===== src/rtl/stage_if.sv =====
// Instruction fetch: owns the PC, single-outstanding req/ack fetch, IF/ID register with a one-entry skid.
// One instruction per cycle at zero wait; stall holds IF/ID and parks an arriving response in the skid.
module stage_if #(
    parameter logic [31:0] RESET_PC  = 32'h0000_0000,
    parameter logic [31:0] NOP_INSTR = 32'h0000_0013
) (
    input  logic        clk,
    input  logic        reset,
    input  logic        stall,
    input  logic        redirect,
    input  logic [31:0] redirect_pc,
    output logic        imem_req,
    output logic [31:0] imem_addr,
    input  logic        imem_ack,
    input  logic [31:0] imem_rdata,
    output logic [31:0] if_id_pc,
    output logic [31:0] if_id_instr,
    output logic        if_id_valid
);

    typedef enum logic [1:0] {
        ST_IDLE   = 2'd0,
        ST_REQ    = 2'd1,
        ST_HOLD   = 2'd2,
        ST_SQUASH = 2'd3
    } state_t;

    state_t      r_state;
    state_t      w_state_nxt;
    logic [31:0] r_fetch_pc;
    logic [31:0] w_fetch_pc_nxt;
    logic [31:0] r_pending_pc;
    logic [31:0] w_pending_pc_nxt;
    logic [31:0] r_skid_pc;
    logic [31:0] w_skid_pc_nxt;
    logic [31:0] r_skid_instr;
    logic [31:0] w_skid_instr_nxt;
    logic [31:0] r_if_id_pc;
    logic [31:0] w_if_id_pc_nxt;
    logic [31:0] r_if_id_instr;
    logic [31:0] w_if_id_instr_nxt;
    logic        r_if_id_valid;
    logic        w_if_id_valid_nxt;

    logic [31:0] w_target;
    logic [31:0] w_pc_inc;

    assign w_target    = redirect_pc & 32'hFFFF_FFFC;
    assign w_pc_inc    = r_fetch_pc + 32'd4;

    assign imem_req    = (r_state == ST_REQ) || (r_state == ST_SQUASH);
    assign imem_addr   = r_fetch_pc;
    assign if_id_pc    = r_if_id_pc;
    assign if_id_instr = r_if_id_instr;
    assign if_id_valid = r_if_id_valid;

    always_comb begin
        w_state_nxt       = r_state;
        w_fetch_pc_nxt    = r_fetch_pc;
        w_pending_pc_nxt  = r_pending_pc;
        w_skid_pc_nxt     = r_skid_pc;
        w_skid_instr_nxt  = r_skid_instr;
        w_if_id_pc_nxt    = r_if_id_pc;
        w_if_id_instr_nxt = r_if_id_instr;
        w_if_id_valid_nxt = r_if_id_valid;

        case (r_state)
            ST_IDLE: begin
                w_state_nxt = ST_REQ;
            end

            ST_REQ: begin
                if (redirect) begin
                    w_if_id_instr_nxt = NOP_INSTR;
                    w_if_id_valid_nxt = 1'b0;
                    // Without an ack the request must stay up at the old address until it drains.
                    if (imem_ack) begin
                        w_fetch_pc_nxt = w_target;
                    end else begin
                        w_pending_pc_nxt = w_target;
                        w_state_nxt      = ST_SQUASH;
                    end
                end else if (imem_ack) begin
                    w_fetch_pc_nxt = w_pc_inc;
                    if (stall) begin
                        w_skid_pc_nxt    = r_fetch_pc;
                        w_skid_instr_nxt = imem_rdata;
                        w_state_nxt      = ST_HOLD;
                    end else begin
                        w_if_id_pc_nxt    = r_fetch_pc;
                        w_if_id_instr_nxt = imem_rdata;
                        w_if_id_valid_nxt = 1'b1;
                    end
                end else if (!stall) begin
                    w_if_id_instr_nxt = NOP_INSTR;
                    w_if_id_valid_nxt = 1'b0;
                end
            end

            ST_HOLD: begin
                if (redirect) begin
                    w_if_id_instr_nxt = NOP_INSTR;
                    w_if_id_valid_nxt = 1'b0;
                    w_fetch_pc_nxt    = w_target;
                    w_state_nxt       = ST_REQ;
                end else if (!stall) begin
                    w_if_id_pc_nxt    = r_skid_pc;
                    w_if_id_instr_nxt = r_skid_instr;
                    w_if_id_valid_nxt = 1'b1;
                    w_state_nxt       = ST_REQ;
                end
            end

            ST_SQUASH: begin
                if (redirect) begin
                    w_if_id_instr_nxt = NOP_INSTR;
                    w_if_id_valid_nxt = 1'b0;
                    // Newest target wins, even when the stale ack lands on the same edge.
                    if (imem_ack) begin
                        w_fetch_pc_nxt = w_target;
                        w_state_nxt    = ST_REQ;
                    end else begin
                        w_pending_pc_nxt = w_target;
                    end
                end else if (imem_ack) begin
                    w_fetch_pc_nxt = r_pending_pc;
                    w_state_nxt    = ST_REQ;
                end
            end

            default: begin
                w_state_nxt = ST_IDLE;
            end
        endcase
    end

    always_ff @(posedge clk or posedge reset) begin
        if (reset) begin
            r_state       <= ST_IDLE;
            r_fetch_pc    <= RESET_PC;
            r_pending_pc  <= RESET_PC;
            r_skid_pc     <= 32'd0;
            r_skid_instr  <= NOP_INSTR;
            r_if_id_pc    <= 32'd0;
            r_if_id_instr <= NOP_INSTR;
            r_if_id_valid <= 1'b0;
        end else begin
            r_state       <= w_state_nxt;
            r_fetch_pc    <= w_fetch_pc_nxt;
            r_pending_pc  <= w_pending_pc_nxt;
            r_skid_pc     <= w_skid_pc_nxt;
            r_skid_instr  <= w_skid_instr_nxt;
            r_if_id_pc    <= w_if_id_pc_nxt;
            r_if_id_instr <= w_if_id_instr_nxt;
            r_if_id_valid <= w_if_id_valid_nxt;
        end
    end

    // An unacked request must keep its address until the memory answers.
    a_addr_stable: assert property (
        @(posedge clk) disable iff (reset)
        (imem_req && !imem_ack) |=> (imem_req && $stable(imem_addr))
    );

endmodule

===== config.mk =====
export PLATFORM = sky130hd
export DESIGN_NAME = stage_if
export DESIGN_NICKNAME = d
export VERILOG_FILES = /design/src/rtl/stage_if.sv
export SDC_FILE = /design/constraint.sdc
export NUM_CORES = 1
export LEC_CHECK = 0
export ABC_AREA = 0
export CAP_MARGIN = 20
export CORE_UTILIZATION = 53
export DETAILED_ROUTE_END_ITERATION = 12
export PLACE_DENSITY_LB_ADDON = 0.08
export SLEW_MARGIN = 20
export SYNTH_ARGS = -nofsm -noshare
export SYNTH_HDL_FRONTEND = slang
export SYNTH_SLANG_ARGS = --single-unit

===== constraint.sdc =====
create_clock -name clk -period 9.1 [get_ports clk]
set_input_delay 2.275 -clock clk [delete_from_list [all_inputs] [get_ports clk]]
set_output_delay 2.275 -clock clk [all_outputs]
set_load 0.005 [all_outputs]

### Yosys cells after proc, flatten, opt, wreduce, memory -nomap -nowiden

Cells that the tools add are included.

| storage, ports and cells | value |
|---|---|
| bits in registers | 193 |
| logic and storage cells | 77 |
| output and inout bits | 98 |

| cells by class | value |
|---|---|
| equality and inequality tests | 18 |
| reduce and logical (&&, ||, !) cells | 12 |
| add/sub/neg operators | 1 |
| bitwise logic cells | 2 |
| mux-type cells | 36 |

Operators with widths:

| operator | number |
|---|---|
| two-way mux 32 bit | 18 |
| one-hot mux 32 bit (3 select lines) | 2 |
| one-hot mux 32 bit (2 select lines) | 1 |
| adder 32 x 3 -> 32 bit, second input constant | 1 |
| inequality test 3 bit, second input constant | 6 |
| inequality test 2 bit, second input constant | 8 |
| two-way mux 2 bit | 7 |
| AND reduction 4 bit | 3 |
| one-hot mux 2 bit (4 select lines) | 1 |
| two-way mux 1 bit | 6 |
| AND reduction 3 bit | 2 |
| AND reduction 6 bit | 1 |
| AND reduction 5 bit | 1 |
| equality test 2 bit, second input constant | 2 |
| inequality test 4 bit, second input constant | 1 |
| one-hot mux 1 bit (3 select lines) | 1 |
| nonzero test 3 bit | 1 |
| equality test 2 x 1 -> 1 bit, second input constant | 1 |
| zero test 2 bit | 1 |
| inverter 1 bit | 2 |
| nonzero test 2 bit | 1 |
| OR reduction 2 bit | 1 |
| logical OR 1 bit | 1 |

### Depth between registers and ports, before layout

| logic depth | value |
|---|---|
| depth after elaboration | 4 |
| mapped depth | 8 |
| mapped depth without buffers | 6 |

### Worst setup path before layout

No wires, ideal clock.

| timing | value |
|---|---|
| path type | input to register |
| from | in imem_ack |
| to | reg r_if_id_pc[0] (netlist: if_id_pc[0]) |
| cell stages on the path | 6 |
| setup time | 123 ps |
| buffers on the path | 2 |
| path slack | 5617 ps |
| arrival | 3360 ps |
| data required time | 8977 ps |
| cells stage by stage | and2_1 buf_4 nand2_4 a211oi_4 buf_4 a21oi_2 |

| on the way | value |
|---|---|
| longest elaborated chain between the ends | 2 |

RTL lines:

| element | RTL line | RTL |
|---|---|---|
| start, declared | 14 | `input logic imem_ack,` |
| inequality test 2 bit (no line) | - |  |
| AND reduction 6 bit (no line) | - |  |
| end signal, assigned | 153 | `r_if_id_pc <= w_if_id_pc_nxt;` |
| end, declared | 38 | `logic [31:0] r_if_id_pc;` |

No other way between the ends.
A chain may end at the register's enable or synchronous reset.

### Worst setup path in the final report

| timing | value |
|---|---|
| from | in imem_ack |
| to | reg r_skid_pc[2] |

| on the way | value |
|---|---|
| longest elaborated chain between the ends | 1 |

RTL lines:

| element | RTL line | RTL |
|---|---|---|
| AND reduction 4 bit (no line) | - |  |
| end signal, assigned | 151 | `r_skid_pc <= w_skid_pc_nxt;` |
| end, declared | 34 | `logic [31:0] r_skid_pc;` |

No other way between the ends.

==> results.py <==
metrics = {
    "routing": {
        "avgRoutedWirePerCell_um": 18.80,
        "routed_wirelength_um": 23630,
        "residual_drc_count": 0,
        "ant_nets": 0,
        "1st_pass_router_iterations": 5,
        "drt_iter0_drc": 690,
        "detailroute.via_count": 7413,
        "route.detailed.vias_per_inst": 5.897,
    },
    "pwr": {
        "cell_internal_pwr_mw": 1.837,
        "power_frac_comb": 0.237,
        "power_switching_uw": 788.0,
        "fin_total_pwr_mw": 2.625,
        "cellPowerDensity_mw_per_mm2": 223.0,
        "vdd_ir_drop_max_mv": 0.1372,
        "swShare": 0.3002,
        "power.share.clock": 0.294,
        "power.sequential.fraction": 0.469,
        "leakagePower_nw": 5.014,
    },
    "yosys": {
        "synth.yosys.warnings": 0,
        "async_reset_ff_frac": 1.000,
        "seq_area_frac_synth": 0.5094,
        "syn_avg_cell_area_um2": 10.61,
        "synth_flop_cell": "sky130_fd_sc_hd__dfrtp_1",
        "synth_edf_count": 0,
        "synthDistinctLibCells": 65,
        "syn-num-nets": 965,
        "ys_ff_latch": 193,
        "syn_inst": 895,
        "syn-cell-area_mm2": 0.009495,
    },
    "cts": {
        "path_clk_slew_ns": 0.07,
        "post_cts_resize_count": 0,
        "clk_path_buf_depth": 2,
        "post_cts.repair.setup_buffers": 0,
        "tritoncts": "done",
        "tritoncts_num_sinks": 193,
        "cts.root.buffer_cell": "sky130_fd_sc_hd__clkbuf_16",
        "cts-buffers-inserted": 17,
        "cts_hold_buffers": 0,
        "htree_num_levels": 4,
        "worst_skew_pair.late_latency_ns": 0.43,
    },
    "setup_path": {
        "critical-path-top-delay-family": "simple AND/OR/NAND/NOR gates",
        "worst-endpoint-required_ns": 9.42,
        "critical_path_sink": "r_skid_pc[2]",
        "element_type_at_the_critical_path_start": "input pin",
        "critical_path_class": "input pin to flop",
        "cpPeakStageDelay_ns": 0.87,
        "cp_slowest_cell": "sky130_fd_sc_hd__nand3_4",
        "timing.rr.end": "r_skid_pc[2]",
        "crit_buf_inv": 2,
        "data_arrival_at_the_endpoint_of_the_critical_path_ns": 5.36,
        "worstPathCellList": "clkdlybuf4s50_1 -> buf_4 -> and2_1 -> nand3_4 -> mux2_2",
        "critical_path_cell_count": 5,
        "crit_fanout": 70,
        "critical_path_startpoint": "imem_ack",
        "regToRegSetupSlack_ns": 5.93,
        "timing.reg2reg.worst_path_depth": 4,
        "cp-end-kind": "flop",
        "regToRegStartpoint": "r_state[0]",
    },
    "timing": {
        "hold_viol_final": 0,
        "final_max_slew_viol_count": 0,
        "final.setup_skew_ns": 0.008046,
        "finalSetupViolCount": 0,
        "layout_min_cycle_time_ns": 5.036,
        "worst-slew-pin-transition_ns": 1.025,
        "rsz0062_at_grt": "no",
        "finalCritPeriodShare": 0.5534,
        "max_slew_margin": 0.3165,
        "fmax_mhz": 198.6,
        "setup_total_negative_slack_ns": 0,
        "worst_hold_slack_ns": 0.4780,
    },
    "die": {
        "placeableCoreArea_mm2": 0.01742,
        "die-height_um": 135.9,
        "floorplan.die.width_um": 135.9,
        "initial_core_util": 0.5452,
        "pin_count": 167,
        "rows": 48,
        "die_area_mm2": 0.01846,
    },
    "run_status": {
        "status": "finished, final reports clean",
    },
    "finish": {
        "filler_cells_inserted": 1397,
        "area_growth_syn_to_layout_pct": 23.97,
        "share_of_cells_above_drive_strength_1": 0.1744,
        "antenna_cells": 0,
        "nets": 1089,
    },
    "placement": {
        "gp_congestion": 0.8487,
        "dp_hpwl_um": 15350,
        "port_buffers": 164,
    },
    "global_route": {
        "gr-usage-all-layers": 0.2661,
        "globalRouteOverflowTotal": 0,
        "antenna_found_initial": 0,
        "grt_max_degree": 131,
        "first_global_vias": 6799,
        "grt_first_pass_wirelength_um": 37630,
    },
    "worst_hold_path": {
        "hold_class": "flop to flop",
    },
    "flow_run": {
        "max_cap_violations": 0,
    },
}
==> worst register-to-register path, delay by kind of cell (launching register included) <==
family / cells / cell delay, ns
muxes: 1 / 0.70
and+or+nand+nor: 2 / 1.60
buffers and inverters: 1 / 0.37
DFF: 1 / 0.39
==> registers in the layout, summed over array words and instances, names as in the netlist <==
signal,flops
r_skid_pc,32
r_pending_pc,30
r_skid_instr,32
r_state,2
if_id_instr,32
if_id_pc,32
imem_addr,32
if_id_valid,1
==> power groups by stage <==
stage	Sequential, mW	Clock (mW)	Combinational (mW)
finish	1.23	0.771	0.623
detailed placement	1.24	0	0.625
global route	1.26	0.812	0.687
global placement	1.23	0	0.611
CTS	1.23	0.783	0.629
floorplan	1.19	0	0.356
==> cells in the final DEF, fill, tap and decap left out, types with 8 or more instances in the layout <==
| master | count |
|---|---|
| sky130_fd_sc_hd__a22oi_1 | 39 |
| sky130_fd_sc_hd__mux2i_1 | 42 |
| sky130_fd_sc_hd__dfrtp_1 | 187 |
| sky130_fd_sc_hd__o21ai_0 | 74 |
| sky130_fd_sc_hd__o22ai_1 | 10 |
| sky130_fd_sc_hd__nor3_1 | 8 |
| sky130_fd_sc_hd__a21oi_2 | 28 |
| sky130_fd_sc_hd__nor2_1 | 57 |
| sky130_fd_sc_hd__mux2_2 | 85 |
| sky130_fd_sc_hd__nand2_1 | 86 |
| sky130_fd_sc_hd__nand3_1 | 21 |
| sky130_fd_sc_hd__clkdlybuf4s50_1 | 163 |
| sky130_fd_sc_hd__a21oi_1 | 51 |
| sky130_fd_sc_hd__clkbuf_16 | 17 |
| sky130_fd_sc_hd__and2_1 | 8 |
| sky130_fd_sc_hd__inv_1 | 11 |
| sky130_fd_sc_hd__buf_4 | 14 |
==> worst min path at each step <==
stage / startpoint / endpoint / cells after the start
final: if_id_instr[11] / if_id_instr[11] / 2
after global placement: if_id_instr[5] / if_id_instr[5] / 2
after detailed placement: if_id_instr[17] / if_id_instr[17] / 2
after CTS: r_skid_pc[26] / r_skid_pc[26] / 2
after floorplan: r_skid_pc[23] / r_skid_pc[23] / 2
after global routing: if_id_instr[4] / if_id_instr[4] / 2
==> kinds of logic after synthesis <==
family | count (synthesis) | share of synthesized area
buf+inv | 85 | 0.04572
compound gates | 257 | 0.1775
mux | 132 | 0.1510
xor+xnor | 3 | 0.002768
flops | 193 | 0.5094
simple gates | 224 | 0.1123
fa+ha+maj | 1 | 0.001317
==> routing by layer <==
metal	track usage	routed length, µm
met3	0.05108	1500
met1	0.4003	11120
met2	0.3875	10690
met5	0	0
met4	0.08025	321
==> cells in the mapped netlist, types with 6 or more instances <==
master	n	area, µm²
sky130_fd_sc_hd__and2_1	8	50.05
sky130_fd_sc_hd__and3_1	7	43.79
sky130_fd_sc_hd__a21oi_2	28	245.2
sky130_fd_sc_hd__inv_1	12	45.04
sky130_fd_sc_hd__buf_6	7	78.83
sky130_fd_sc_hd__dfstp_2	6	157.7
sky130_fd_sc_hd__a21oi_1	51	255.2
sky130_fd_sc_hd__o21ai_0	74	370.4
sky130_fd_sc_hd__a31oi_1	6	37.54
sky130_fd_sc_hd__mux2_2	85	957.2
sky130_fd_sc_hd__o22ai_1	11	68.82
sky130_fd_sc_hd__nor3_1	8	40.04
sky130_fd_sc_hd__dfrtp_1	187	4679
sky130_fd_sc_hd__buf_2	37	185.2
sky130_fd_sc_hd__nand3_1	22	110.1
sky130_fd_sc_hd__mux2i_1	42	420.4
sky130_fd_sc_hd__a22oi_1	39	292.8
sky130_fd_sc_hd__nor2_1	58	217.7
sky130_fd_sc_hd__nand4_1	7	43.79
sky130_fd_sc_hd__clkbuf_1	21	78.83
sky130_fd_sc_hd__nand2_1	86	322.8
==> area by class of cell <==
type	count	area, µm²	area share
clock inverter	14	173.9	0.01477
timing repair buffer	178	1742	0.1480
clock buffer	18	429.2	0.03646
multi-input combinational	617	4255	0.3615
tap	225	281.5	0.02392
inverter	12	52.55	0.004464
sequential	193	4837	0.4109
==> metrics by stage <==
step,setup slack [ns],cells,utilization,cell area [µm²]
finish,4.064,1257,0.6759,11770
global route,3.930,1257,0.6759,11770
CTS,4.096,1257,0.6759,11770
detailed placement,3.639,1225,0.6412,11170
global placement,3.646,1225,0.6412,11170
floorplan,1.579,895,-,9495
Note: power is estimated with default switching activity, not from simulation.
